==> src/rtl/chdr_pkg.sv <==
// Shared CHDR definitions: field positions, packer FSM states, sample widths.
package chdr_pkg;

  localparam int unsigned ChdrW      = 64;
  localparam int unsigned HasTimeBit = 61;
  localparam int unsigned LenMsb     = 47;
  localparam int unsigned LenLsb     = 32;
  localparam int unsigned SidMsb     = 31;
  localparam int unsigned SidDstMsb  = 15;

  localparam int unsigned Sc16W      = 16;
  localparam int unsigned Sc12W      = 12;
  localparam int unsigned Sc12SampW  = 2 * Sc12W;

  typedef enum logic [1:0] {
    StHdr,
    StTime,
    StBody,
    StFlush
  } chdr_state_e;

  // Header size in bytes, selected by the has_time flag.
  function automatic logic [15:0] chdr_hdr_bytes(input logic has_time);
    return has_time ? 16'd16 : 16'd8;
  endfunction

  // Length of the sc12 packet: header plus 3 bytes per complete sc16 sample.
  function automatic logic [15:0] sc12_len(input logic [15:0] len16, input logic has_time);
    logic [15:0] hdr_bytes;
    logic [15:0] pay_bytes;
    hdr_bytes = chdr_hdr_bytes(has_time);
    pay_bytes = len16 - hdr_bytes;
    return 16'(hdr_bytes + 16'(3 * {2'b00, pay_bytes[15:2]}));
  endfunction

endpackage

==> src/rtl/sc16_to_sc12_round.sv <==
// Round-half-up one 16-bit component to 12 bits, saturating at the positive limit.
module sc16_to_sc12_round
  import chdr_pkg::*;
(
  input  logic [Sc16W-1:0] x16,
  output logic [Sc12W-1:0] x12
);

  logic [Sc12W-1:0] trunc;
  logic             half;
  logic             unused_lsbs;

  assign trunc       = x16[Sc16W-1:Sc16W-Sc12W];
  assign half        = x16[Sc16W-Sc12W-1];
  assign unused_lsbs = ^x16[Sc16W-Sc12W-2:0];

  // Only the largest positive value can overflow when rounding up.
  always_comb begin
    if (trunc == 12'h7FF && half) begin
      x12 = 12'h7FF;
    end else begin
      x12 = trunc + {{(Sc12W-1){1'b0}}, half};
    end
  end

endmodule

==> src/rtl/chdr_16sc_to_12sc.sv <==
// Packs CHDR sc16 payloads into contiguous sc12 samples (4 input lines -> 3 output lines),
// rewrites the length field and optionally the SID destination.
module chdr_16sc_to_12sc
  import chdr_pkg::*;
#(
  parameter int unsigned BASE = 0
) (
  input  logic        clk,
  input  logic        reset,
  input  logic        set_stb,
  input  logic [7:0]  set_addr,
  input  logic [31:0] set_data,
  input  logic [63:0] i_tdata,
  input  logic        i_tlast,
  input  logic        i_tvalid,
  output logic        i_tready,
  output logic [63:0] o_tdata,
  output logic        o_tlast,
  output logic        o_tvalid,
  input  logic        o_tready
);

  localparam logic [7:0] BaseAddr = 8'(BASE);

  chdr_state_e state_q, state_d;

  logic [16:0]      ctrl_q;
  logic             odd_q, odd_d;
  logic [ChdrW-1:0] res_q, res_d;
  logic [6:0]       rbits_q, rbits_d;
  logic [ChdrW-1:0] out_data_q, out_data_d;
  logic             out_last_q, out_last_d;
  logic             out_valid_q, out_valid_d;

  logic out_free;
  logic in_xfer;
  logic unused_set;

  assign unused_set = ^set_data[31:17];

  assign out_free = o_tready | ~out_valid_q;
  assign i_tready = out_free & (state_q != StFlush);
  assign in_xfer  = i_tvalid & i_tready;

  // Header rewrite
  logic             has_time;
  logic [15:0]      len_in;
  logic [15:0]      pay_bytes;
  logic [15:0]      dst;
  logic [ChdrW-1:0] hdr_out;

  assign has_time  = i_tdata[HasTimeBit];
  assign len_in    = i_tdata[LenMsb:LenLsb];
  assign pay_bytes = len_in - chdr_hdr_bytes(has_time);
  assign dst       = ctrl_q[16] ? ctrl_q[15:0] : i_tdata[SidDstMsb:0];
  assign hdr_out   = {i_tdata[63:LenMsb+1], sc12_len(len_in, has_time),
                      i_tdata[SidMsb:SidDstMsb+1], dst};

  // Sample conversion
  logic [Sc12W-1:0] i0, q0, i1, q1;

  sc16_to_sc12_round u_round_i0 (.x16(i_tdata[63:48]), .x12(i0));
  sc16_to_sc12_round u_round_q0 (.x16(i_tdata[47:32]), .x12(q0));
  sc16_to_sc12_round u_round_i1 (.x16(i_tdata[31:16]), .x12(i1));
  sc16_to_sc12_round u_round_q1 (.x16(i_tdata[15:0]),  .x12(q1));

  // Gearbox: residue is left-aligned, bits below rbits_q are always zero.
  logic                   last_odd;
  logic [6:0]             add_bits;
  logic [6:0]             total_bits;
  logic [2*Sc12SampW-1:0] new_bits;
  logic [2*ChdrW-1:0]     acc;

  assign last_odd   = i_tlast & odd_q;
  assign add_bits   = last_odd ? 7'd24 : 7'd48;
  assign new_bits   = last_odd ? {i0, q0, {Sc12SampW{1'b0}}} : {i0, q0, i1, q1};
  assign total_bits = rbits_q + add_bits;
  assign acc        = {res_q, {ChdrW{1'b0}}} | ({new_bits, 80'd0} >> rbits_q);

  // Settings register; the header samples it, so mid-packet writes affect later packets.
  always_ff @(posedge clk or negedge reset) begin
    if (!reset) begin
      ctrl_q <= '0;
    end else if (set_stb && set_addr == BaseAddr) begin
      ctrl_q <= set_data[16:0];
    end
  end

  // FSM state register
  always_ff @(posedge clk or negedge reset) begin
    if (!reset) begin
      state_q <= StHdr;
    end else begin
      state_q <= state_d;
    end
  end

  // FSM next state; input tlast always terminates the packet.
  always_comb begin
    state_d = state_q;
    unique case (state_q)
      StHdr: begin
        if (in_xfer) begin
          if (i_tlast)       state_d = StHdr;
          else if (has_time) state_d = StTime;
          else               state_d = StBody;
        end
      end
      StTime: begin
        if (in_xfer) state_d = i_tlast ? StHdr : StBody;
      end
      StBody: begin
        if (in_xfer && i_tlast) state_d = (total_bits > 7'd64) ? StFlush : StHdr;
      end
      StFlush: begin
        if (out_free) state_d = StHdr;
      end
      default: state_d = StHdr;
    endcase
  end

  // Output register and gearbox next-state
  always_comb begin
    out_data_d  = out_data_q;
    out_last_d  = out_last_q;
    out_valid_d = out_valid_q & ~o_tready;
    res_d       = res_q;
    rbits_d     = rbits_q;
    odd_d       = odd_q;
    unique case (state_q)
      StHdr: begin
        if (in_xfer) begin
          out_data_d  = hdr_out;
          out_last_d  = i_tlast;
          out_valid_d = 1'b1;
          odd_d       = pay_bytes[2];
          res_d       = '0;
          rbits_d     = '0;
        end
      end
      StTime: begin
        if (in_xfer) begin
          out_data_d  = i_tdata;
          out_last_d  = i_tlast;
          out_valid_d = 1'b1;
        end
      end
      StBody: begin
        if (in_xfer) begin
          if (i_tlast || total_bits >= 7'd64) begin
            out_data_d  = acc[2*ChdrW-1:ChdrW];
            out_valid_d = 1'b1;
            if (total_bits > 7'd64) begin
              out_last_d = 1'b0;
              res_d      = acc[ChdrW-1:0];
              rbits_d    = total_bits - 7'd64;
            end else begin
              out_last_d = i_tlast;
              res_d      = acc[ChdrW-1:0];
              rbits_d    = '0;
            end
          end else begin
            res_d   = acc[2*ChdrW-1:ChdrW];
            rbits_d = total_bits;
          end
        end
      end
      StFlush: begin
        if (out_free) begin
          out_data_d  = res_q;
          out_last_d  = 1'b1;
          out_valid_d = 1'b1;
          res_d       = '0;
          rbits_d     = '0;
        end
      end
      default: ;
    endcase
  end

  // Datapath registers
  always_ff @(posedge clk or negedge reset) begin
    if (!reset) begin
      out_data_q  <= '0;
      out_last_q  <= 1'b0;
      out_valid_q <= 1'b0;
      res_q       <= '0;
      rbits_q     <= '0;
      odd_q       <= 1'b0;
    end else begin
      out_data_q  <= out_data_d;
      out_last_q  <= out_last_d;
      out_valid_q <= out_valid_d;
      res_q       <= res_d;
      rbits_q     <= rbits_d;
      odd_q       <= odd_d;
    end
  end

  assign o_tdata  = out_data_q;
  assign o_tlast  = out_last_q;
  assign o_tvalid = out_valid_q;

endmodule

==> config.mk <==
export PLATFORM = sky130hd
export DESIGN_NAME = chdr_16sc_to_12sc
export DESIGN_NICKNAME = d
export VERILOG_FILES = /design/src/rtl/chdr_pkg.sv /design/src/rtl/sc16_to_sc12_round.sv /design/src/rtl/chdr_16sc_to_12sc.sv
export SDC_FILE = /design/constraint.sdc
export NUM_CORES = 1
export LEC_CHECK = 0
export CAP_MARGIN = 20
export CORE_MARGIN = 4
export CORE_UTILIZATION = 30
export CTS_CLUSTER_SIZE = 16
export DETAILED_ROUTE_END_ITERATION = 10
export GPL_TIMING_DRIVEN = 0
export PLACE_DENSITY = 0.59
export SLEW_MARGIN = 20
export SYNTH_ARGS = -nofsm -noshare
export SYNTH_HDL_FRONTEND = slang
export SYNTH_SLANG_ARGS = --single-unit
==> constraint.sdc <==
create_clock -name clk -period 2.75 [get_ports clk]
set_clock_uncertainty 0.05 [all_clocks]
set_input_delay 0.55 -clock clk [delete_from_list [all_inputs] [get_ports clk]]
set_output_delay 0.55 -clock clk [all_outputs]
set_load 0.01 [all_outputs]
==> summary.txt <==
Status = finished with violations
Failing checks = negative setup slack
Synth area leader = dfrtp_1
Fin crit period = 3.748 ns
Synth Area per Inst = 8.165 µm²
Max-cap viol count = 0
Commonest register cell after synthesis = dfrtp_1
Gr usage total = 37.17%
Placement Rows = 75
Most frequent cells in the layout = dfrtp_1 (151), nand2_1 (134), nor2_1 (114)
PortBufs = 149
EDFF count, synth = 0
Final cycle utilization of the critical path = 136.3%
Slowest cell on crit path = or3_4
Top cell type's share of synthesized area = 29.99%
Share of cells above drive strength 1 = 32.54%
CTS H-tree lvls = 4
First-pass GRT wire length = 121,200 µm
Clock Tree Buf Depth = 2
Chip Width = 215.0 µm
Vias per std cell = 6.559
CP required = 3.11 ns
Vias after detailed routing = 15.88k
Routed Antenna Nets = 0
Startpoint types = input port
Cells along the critical path = buf_12 -> clkinvlp_4 -> buf_6 -> ha_4 -> inv_4 -> fa_2 -> or3_4 -> or3_4 -> buf_6 -> xnor2_4 -> ha_1 -> ha_2 -> and3_1 -> nand3_2 -> nand3b_1 -> xnor2_1 -> nand2_1 -> a32o_1
TritonRoute pass-1 iters = 9
Layout Cell Area excl Fill = 19,250 µm²
Pin count of the biggest net entering global routing = 81
Routed WL = 89,110 µm
Die height = 215.0 µm
Syn Nets = 1,725
Worst setup EP type = flop
Cells after DPL = 2,268
Hold Crit Class = input port to flop
CP peak stage delay = 0.39 ns
Pre-CTS WS = -2.613 ns
Vias in the first global route = 15.13k
DP Area = 15,420 µm²
CTS clk-pin slew, worst paths = 0.07 ns
Initial core utilization = 30.50%
Asr flop ratio synth = 100.0%
Commonest non-fill, non-tap cell in the layout = dfrtp_1
Post-synthesis sequential area ratio = 29.99%
Global placer's final weighted congestion = 1.022
Tot Pwr = 21.02 mW
Layout Nets = 2,019
Cells after synthesis = 1,574
Wire per inst = 36.81 µm
CP arrival = 4.10 ns
Setup WS post-layout = -0.9976 ns
Max FO, Critical Path = 4
CTS Sinks = 154
Pwr Density = 1092 nW/µm²
Synthesized flop and latch total = 154
Crit path kind = input port to flop
Setup violators final = 37
Die footprint = 46,210 µm²
Core ar. = 42,130 µm²
Fin. max-slew vios = 0
Final Non-Filler Cells = 2,421
Clock latency on the worst-skew pair = 0.52 ns
CTS tree = done
Synth area leaders = dfrtp_1 (30%), o21ai_0 (5.5%), nand2_1 (4.8%), mux2i_1 (4.4%), a21oi_1 (4.4%)
Root buf cell = clkbuf_16
Cell leakage power = 7.719 nW
DRC Markers = 0
Worst Tran Pin Value = 1.193 ns
Initial antenna violation count = 2
Yosys warns = 0
Fmax = 266.8 MHz
Distinct cell type count after synthesis = 97
Io pins = 177
Worst slew margin = 20.49%
Final hold violation count = 0
DR iter-0 viols = 2,019
Mapped Area = 12,850 µm²
Num CTS Buffers = 17
GRT overflow = 0
Area Overhead vs Synth = 49.78%
Hpwl dp = 65,900 µm
Setup_tns = -8.935 ns
RSZ-0062 raised after global routing = yes
Maximum VDD drop = 0.4842 mV
## layer usage
| metal | vias up | track usage (%) | part of all wire, % |
|---|---|---|---|
| met4 | 0 | 21.02 | 6.8 |
| met1 | 7962 | 48.95 | 40 |
| met3 | 247 | 10.06 | 10 |
| li1 | 6617 | - | - |
| met2 | 1053 | 55.10 | 43 |
| met5 | - | 0 | 0 |
## sequential cells by signal, summed over array words and instances (netlist names)
register  flops
o_tlast       1
ctrl_q       17
rbits_q       4
res_q        64
state_q       2
odd_q         1
o_tvalid      1
o_tdata      64
## through the flow
stage          hold WS, ns  util (%)
2_1_floorplan       0.2044         -
3_3_place_gp        0.4077     36.33
3_5_place_dp        0.4159     36.59
4_1_cts             0.3167     43.74
5_1_grt             0.3407     45.68
6_report            0.3390     45.68
## final timing paths
check | start | endpoint | slack [ns] | cells past startpoint
worst min-delay path | i_tlast | state_q[0]$_DFFE_PN0P_ | 0.34 | 3
min in group asynchronous | reset | o_tdata[31]$_DFFE_PN0P_ | 0.56 | 2
worst max register to register | odd_q$_DFFE_PN0P_ | res_q[15]$_DFFE_PN0P_ | -0.07 | 14
worst max-delay path | i_tdata[61] | o_tdata[43]$_DFFE_PN0P_ | -1.0 | 18
worst min register to register | o_tlast$_DFFE_PN0P_ | o_tlast$_DFFE_PN0P_ | 0.42 | 2
max in group asynchronous | reset | o_tdata[61]$_DFFE_PN0P_ | 1.20 | 3
## power breakdown
part / total, mW / internal [mW] / switching, mW / leakage, nW
registers: 3.78 / 3.09 / 0.688 / 2.00
clock network: 2.42 / 1.24 / 1.18 / 0.276
logic: 14.8 / 5.50 / 9.31 / 5.45
## what timing repair did
item                                    4_1_cts  5_1_grt
setup buffers                                84       41
gates cloned                                  9        0
hold buffers                                  1        0
gates resized for setup                     446      200
pin swaps                                    78       91
endpoints found under the setup margin      135      127
hold endpoints to repair                     15        0
## area by class of cell
class / count / area, µm²
multi-input combinational: 1270 / 10120
inverter: 31 / 136.4
clock buffer: 18 / 429.2
clock inverter: 14 / 122.6
antenna: 1 / 2.502
timing repair buffer: 283 / 2922
tap: 539 / 674.4
buffer: 111 / 988.4
fill: 4084 / 22890
sequential: 154 / 3857
## Yosys cell counts (7+ instances only)
master	count
buf_2	37
mux2i_1	57
a21o_1	13
a22o_1	7
a32oi_1	9
xor2_1	17
dfrtp_1	154
mux2_2	30
buf_1	12
a21oi_1	113
nor3_1	38
o22ai_1	16
a31oi_1	37
inv_1	29
o221ai_1	15
nor2_1	144
nand2_1	164
nor4_1	7
ha_1	37
and3_1	12
a221o_1	9
o21a_1	15
xnor2_1	16
o211a_1	7
o211ai_1	30
clkbuf_1	59
o21ai_0	141
nand3_1	38
a221oi_1	22
o21ai_1	8
a22oi_1	20
and4_1	10
nor2b_1	18
or3_1	15
nand4_1	18
o31ai_1	13
and2_1	13
a211oi_1	23
## kinds of logic after synthesis
logic type | synth area share (%)
buf+inv | 5.092
xor+xnor | 2.249
compound gates | 30.74
simple gates | 20.23
flops | 29.99
mux | 7.477
fa+ha+maj | 4.225
## worst max-delay path, delay by kind of cell
kind	cells	cell delay (ns)
compound gates	1	0.31
xor+xnor	2	0.34
fa+ha+maj	4	1.13
buf+inv	5	0.45
simple gates	6	1.32
(Power assumes the default switching activity.)
